`src/rtl/hud_digit_writer.sv`:
```
// Per-blob modulo-10 hit counters that stream changed digits to hud_digits,
// writing only during vertical blanking so a digit never changes mid-frame.
module hud_digit_writer #(
    parameter int VACTIVE = 768
) (
    input  logic       clk,
    input  logic       reset,
    input  logic       hit,
    input  logic [3:0] hit_blob,
    input  logic       clear,
    input  logic [9:0] vcount,
    output logic       write,
    output logic [3:0] num,
    output logic [3:0] blob,
    output logic       busy
);

    localparam logic [9:0] VBLANK_START = 10'(VACTIVE);

    typedef enum logic {
        ACTIVE,
        BLANK
    } state_t;

    state_t      state;
    logic [3:0]  cnt [16];
    logic [15:0] dirty;
    logic [3:0]  ptr;
    logic        in_blank;

    function automatic logic [3:0] digit_inc(input logic [3:0] v);
        return (v >= 4'd9) ? 4'd0 : v + 4'd1;
    endfunction

    assign in_blank = (vcount >= VBLANK_START);
    assign busy     = |dirty;

    // Later assignments override earlier ones: the scan clears dirty[ptr]
    // first, then clear/hit can set it again in the same cycle.
    always_ff @(posedge clk) begin
        if (reset) begin
            state <= ACTIVE;
            ptr   <= 4'd0;
            write <= 1'b0;
            num   <= 4'd0;
            blob  <= 4'd0;
            dirty <= '1;
            for (int i = 0; i < 16; i++) cnt[i] <= 4'd0;
        end else begin
            write <= 1'b0;

            case (state)
                ACTIVE: begin
                    if (in_blank) begin
                        state <= BLANK;
                        ptr   <= 4'd0;
                    end
                end
                BLANK: begin
                    if (!in_blank) state <= ACTIVE;
                    ptr <= ptr + 4'd1;
                    if (dirty[ptr]) begin
                        write      <= 1'b1;
                        num        <= cnt[ptr];
                        blob       <= ptr;
                        dirty[ptr] <= 1'b0;
                    end
                end
                default: state <= ACTIVE;
            endcase

            if (clear) begin
                dirty <= '1;
                for (int i = 0; i < 16; i++) cnt[i] <= 4'd0;
            end else if (hit) begin
                cnt[hit_blob]   <= digit_inc(cnt[hit_blob]);
                dirty[hit_blob] <= 1'b1;
            end
        end
    end

endmodule
```
`config.mk`:
```
export PLATFORM = sky130hd
export DESIGN_NAME = hud_digit_writer
export DESIGN_NICKNAME = d
export VERILOG_FILES = /design/src/rtl/hud_digit_writer.sv
export SDC_FILE = /design/constraint.sdc
export NUM_CORES = 1
export LEC_CHECK = 0
export ABC_AREA = 1
export CORE_MARGIN = 2
export CORE_UTILIZATION = 45
export DETAILED_ROUTE_END_ITERATION = 8
export PLACE_DENSITY = 0.66
export SYNTH_ARGS = -nofsm -noshare
export SYNTH_HDL_FRONTEND = slang
export SYNTH_SLANG_ARGS = --single-unit
export TNS_END_PERCENT = 30
```
`constraint.sdc`:
```
create_clock -name clk -period 2.2 [get_ports clk]
set_input_delay 0.33 -clock clk [delete_from_list [all_inputs] [get_ports clk]]
set_output_delay 0.33 -clock clk [all_outputs]
set_load 0.05 [all_outputs]
```
==> results_tabular.tex <==
\begin{tabular}{lr}
\hline
Metric & Value \\
\hline
\multicolumn{2}{l}{\textbf{Run status}} \\
\quad Outcome & completed \\
\multicolumn{2}{l}{\textbf{Pwr}} \\
\quad Leakage power of the design & 2.811 nW \\
\quad Power density over the cells & 688.0 nW/um\^{}2 \\
\quad Switch share & 26.61\% \\
\quad Max VDD drop & 0.7545 mV \\
\quad Net switching power figure & 0.001190 W \\
\quad Relative contribution of the clock network to total power & 40.0\% \\
\quad Internal & 0.003280 W \\
\quad Sequential fraction of design power & 44.4\% \\
\quad Combinational group share of total power & 15.6\% \\
\multicolumn{2}{l}{\textbf{Critical path}} \\
\quad Sort of element at the end of the critical path & flip-flop \\
\quad Ordered cell list for the critical path & inv\_1, o21ai\_1, nand2\_1, nand2\_1, nand2\_1, nand2\_1, inv\_1, nand2\_1, inv\_1, ha\_1, nand3b\_4, nand2\_8, nand2\_8, nor2\_1 \\
\quad Critical path peak fanout & 8 \\
\quad Worst Path Class, Setup & reg2reg \\
\quad Startpoint Class & flip-flop \\
\quad Buf+Inv Stages, Crit Path & 3 \\
\quad Number of logic stages on the critical path including buffering & 14 \\
\quad Category of cells accounting for the largest share of critical-path delay & simple AND/OR/NAND/NOR gates \\
\quad Most common cell type on the critical path & sky130\_fd\_sc\_hd\_\_nand2\_1 \\
\quad Worst endpoint data arrival time & 2.29 ns \\
\quad Length in cells of the worst reg-to-reg path & 14 \\
\quad Required @ worst endpoint & 2.41 ns \\
\quad Critical path's largest stage delay & 0.32 ns \\
\quad Cell type of the slowest stage on the worst timing path & sky130\_fd\_sc\_hd\_\_edfxtp\_1 \\
\multicolumn{2}{l}{\textbf{Clocking}} \\
\quad Clock network latency to the later pin of the worst-skew pair & 0.36 ns \\
\quad Num CTS Buffers & 9 \\
\quad Clock input transition at the sequential cells of the worst setup and hold paths & 0.07 ns \\
\quad Count of H-tree levels built during CTS & 3 \\
\quad Longest Clk Path Bufs & 2 \\
\quad Clock Sink Count & 94 \\
\quad TritonCTS clock tree & built \\
\quad Hold buffer count at CTS & 0 \\
\quad Root Buffer & sky130\_fd\_sc\_hd\_\_clkbuf\_16 \\
\multicolumn{2}{l}{\textbf{Timing}} \\
\quad Minimum period implied by the final worst setup slack & 2.075 ns \\
\quad Actual transition at the worst max-transition pin & 0.5179 ns \\
\quad Number of pins exceeding their max-slew limit in the final report & 0 \\
\quad Relative slew slack & 65.36\% \\
\quad Maximum frequency from static timing analysis & 0.4819 GHz \\
\quad Clk\_skew & 0.007424 ns \\
\quad Unrepaired setup endpoints after global routing & false \\
\quad Final-report setup violation count & 0 \\
\quad Final period utilization & 94.33\% \\
\quad Worst hold slack & 0.4743 ns \\
\quad Final hold viol count & 0 \\
\multicolumn{2}{l}{\textbf{Route}} \\
\quad Routed via count & 4976 \\
\quad Final Routed Wirelength & 15.79 mm \\
\quad Wire per inst & 17.15 um \\
\quad Number of design rule violations left after detail routing & 0 \\
\quad Routed vias/inst & 5.403 \\
\quad Pre-Repair DR Iteration Count & 5 \\
\quad Initial DRC count & 371 \\
\quad Post-DRT Antenna Nets & 0 \\
\multicolumn{2}{l}{\textbf{Synth}} \\
\quad Count of flip-flops with a built-in enable after synthesis & 64 \\
\quad Cell count after synthesis & 710 \\
\quad Synth Warn \# & 0 \\
\quad Area share of the largest cell type after synthesis & 36.41\% \\
\quad Mean instance size in the synthesized netlist & 7.435 um\^{}2 \\
\quad Biggest area contributors in the synthesized netlist & sky130\_fd\_sc\_hd\_\_edfxtp\_1, sky130\_fd\_sc\_hd\_\_nand2\_1, sky130\_fd\_sc\_hd\_\_dfxtp\_1 \\
\quad Top FF cell, synth & sky130\_fd\_sc\_hd\_\_edfxtp\_1 \\
\quad Yosys top cell by area & sky130\_fd\_sc\_hd\_\_edfxtp\_1 \\
\quad Sequential area share after synthesis & 47.78\% \\
\quad Most numerous cell types in the synthesized netlist & sky130\_fd\_sc\_hd\_\_nand2\_1, sky130\_fd\_sc\_hd\_\_nor2\_1, sky130\_fd\_sc\_hd\_\_inv\_1 \\
\quad Number of nets in the synthesized netlist & 735 \\
\quad Asr flop ratio synth & 0\% \\
\quad Total of flip-flops plus latches after synthesis & 94 \\
\quad Number of different library cells in the post-synthesis netlist & 30 \\
\quad Netlist area before placement & 5279 um\^{}2 \\
\quad Most instantiated library cell after synthesis & sky130\_fd\_sc\_hd\_\_nand2\_1 \\
\multicolumn{2}{l}{\textbf{Finish}} \\
\quad Number of antenna diodes & 0 \\
\quad Register Area & 2522 um\^{}2 \\
\quad Proportion of layout cells with a drive suffix above 1 & 16.32\% \\
\quad Multi-input gate area & 2482 um\^{}2 \\
\quad Cell area after layout & 6496 um\^{}2 \\
\quad Total number of nets in the final design & 798 \\
\quad Core utilization of the finished layout & 56.89\% \\
\quad Layout overhead on the synthesized area & 23.06\% \\
\quad Final Non-Filler Cells & 921 \\
\quad \# fillers & 1065 \\
\multicolumn{2}{l}{\textbf{Global route}} \\
\quad Global-route wire length before repair & 23.92 mm \\
\quad Pin count of the biggest net entering global routing & 41 \\
\quad GRT Resource Usage Total & 24.69\% \\
\quad Grt ovf & 0 \\
\quad Number of antenna violations at the first check in global routing & 0 \\
\quad Number of global-route vias before repair & 4581 \\
\multicolumn{2}{l}{\textbf{Placed design}} \\
\quad Placed cell count & 901 \\
\quad Placed inst area & 5954 um\^{}2 \\
\quad DPL Wire Length & 11.01 mm \\
\quad Global placement routability congestion & 0.9097 \\
\quad Quantity of I/O buffers inserted on ports & 19 \\
\multicolumn{2}{l}{\textbf{Flow run}} \\
\quad Count of maximum capacitance violations & 0 \\
\multicolumn{2}{l}{\textbf{Floorplanning}} \\
\quad Row Count & 39 \\
\quad Height of the chip & 112.3 um \\
\quad Die area & 12610 um\^{}2 \\
\quad Starting density of the core & 46.23\% \\
\quad Standard cell core area & 11420 um\^{}2 \\
\quad Horizontal die dimension & 112.3 um \\
\quad Number of placed I/O pins & 28 \\
\multicolumn{2}{l}{\textbf{Worst hold path}} \\
\quad Hold WC Path Type & reg2reg \\
\quad Cell depth of the worst min-delay path & 2 \\
\hline
\end{tabular}
-- sequential cells by signal, summed over array words and instances (netlist names) --
| register | cells |
|---|---|
| blob | 4 |
| cnt | 64 |
| dirty | 16 |
| num | 4 |
| ptr | 4 |
| state | 1 |
| write | 1 |
-- power groups by stage --
stage / logic [W] / clock network [W] / registers (W)
finish: 0.000696 / 0.00179 / 0.00198
global route: 0.000744 / 0.00187 / 0.00199
CTS: 0.000605 / 0.00181 / 0.00198
detailed placement: 0.000577 / 0 / 0.00202
global placement: 0.000569 / 0 / 0.00202
floorplan: 0.000355 / 0 / 0.00203
-- cells in the final DEF, fill, tap and decap left out --
master	synthesis	layout
sky130_fd_sc_hd__a211oi_1	2	2
sky130_fd_sc_hd__a21oi_1	5	5
sky130_fd_sc_hd__a22oi_1	6	6
sky130_fd_sc_hd__buf_12	0	4
sky130_fd_sc_hd__buf_4	5	55
sky130_fd_sc_hd__clkbuf_16	0	13
sky130_fd_sc_hd__clkbuf_2	0	1
sky130_fd_sc_hd__clkbuf_8	0	2
sky130_fd_sc_hd__clkdlybuf4s50_1	0	14
sky130_fd_sc_hd__clkinv_1	3	2
sky130_fd_sc_hd__clkinv_4	0	1
sky130_fd_sc_hd__clkinvlp_4	0	1
sky130_fd_sc_hd__dfxtp_1	30	30
sky130_fd_sc_hd__dlygate4sd2_1	0	2
sky130_fd_sc_hd__dlymetal6s2s_1	0	2
sky130_fd_sc_hd__edfxtp_1	64	64
sky130_fd_sc_hd__ha_1	7	6
sky130_fd_sc_hd__ha_2	0	1
sky130_fd_sc_hd__inv_1	66	62
sky130_fd_sc_hd__inv_2	2	6
sky130_fd_sc_hd__nand2_1	216	215
sky130_fd_sc_hd__nand2_2	4	5
sky130_fd_sc_hd__nand2_8	0	9
sky130_fd_sc_hd__nand3_1	4	4
sky130_fd_sc_hd__nand3b_4	0	1
sky130_fd_sc_hd__nand4_1	4	4
sky130_fd_sc_hd__nor2_1	159	150
sky130_fd_sc_hd__nor2_2	17	26
sky130_fd_sc_hd__nor2_4	1	1
sky130_fd_sc_hd__nor3_1	1	1
sky130_fd_sc_hd__nor4_1	5	5
sky130_fd_sc_hd__o21ai_0	56	53
sky130_fd_sc_hd__o21ai_1	1	4
sky130_fd_sc_hd__o22ai_1	12	12
sky130_fd_sc_hd__o31ai_1	6	6
sky130_fd_sc_hd__xnor2_1	2	1
sky130_fd_sc_hd__xnor2_4	0	1
sky130_fd_sc_hd__xor2_1	1	1
-- worst register-to-register path, stage by stage, from the launching register on --
cell	delay, ns
sky130_fd_sc_hd__edfxtp_1	0.32
sky130_fd_sc_hd__inv_1	0.05
sky130_fd_sc_hd__o21ai_1	0.15
sky130_fd_sc_hd__nand2_1	0.08
sky130_fd_sc_hd__nand2_1	0.07
sky130_fd_sc_hd__nand2_1	0.05
sky130_fd_sc_hd__nand2_1	0.07
sky130_fd_sc_hd__inv_1	0.05
sky130_fd_sc_hd__nand2_1	0.10
sky130_fd_sc_hd__inv_1	0.08
sky130_fd_sc_hd__ha_1	0.20
sky130_fd_sc_hd__nand3b_4	0.18
sky130_fd_sc_hd__nand2_8	0.24
sky130_fd_sc_hd__nand2_8	0.15
sky130_fd_sc_hd__nor2_1	0.14
-- layout make-up --
| type | instances | area share (%) |
|---|---|---|
| clock buffer | 15 | 5.431 |
| inverter | 71 | 4.160 |
| timing repair buffer | 78 | 10.48 |
| multi-input combinational | 519 | 38.21 |
| clock inverter | 1 | 0.1348 |
| tap | 143 | 2.754 |
| sequential | 94 | 38.83 |
-- cells by family (layout without fill, tap and decap cells) --
kind of cell    Yosys count  after routing  synth area share, %
buf+inv                 101            165                8.580
simple gates            417            421                32.19
compound gates           88             88                9.291
fa+ha+maj                 7              7                1.659
flops                    94             94                47.78
xor+xnor                  3              3               0.4978
-- through the flow --
step | TNS (ns) | setup WS, ns | power [W]
after floorplan | 0 | 0.08974 | 0.002388
after global placement | -37.68 | -0.5302 | 0.002590
after detailed placement | -43.87 | -0.6095 | 0.002600
after CTS | 0 | 0.01053 | 0.004396
after global routing | 0 | 0.003108 | 0.004603
final | 0 | 0.1248 | 0.004470
-- per-layer routing --
layer	share of wire, %	wire, um	GRT usage [%]	vias to the layer above
met5	0	0	0	-
met4	3.5	546	8.780	0
met3	8.1	1282	6.102	51
met2	47	7406	39.68	216
met1	42	6558	32.72	2305
li1	-	-	-	2404
-- timing repair --
item / CTS / global route
gates resized for setup: 11 / 27
endpoints found under the setup margin: 65 / 71
pin swaps: 2 / 5
setup buffers: 0 / 0
gates cloned: 0 / 4
-- final timing paths --
kind | start | end | slack [ns]
min reg2reg | dirty[0] | dirty[0] | 0.47
max | cnt[12][1] | cnt[15][0] | 0.12
min | dirty[0] | dirty[0] | 0.47
max reg2reg | cnt[12][1] | cnt[15][0] | 0.12
Note: power is estimated with default switching activity, not from simulation.
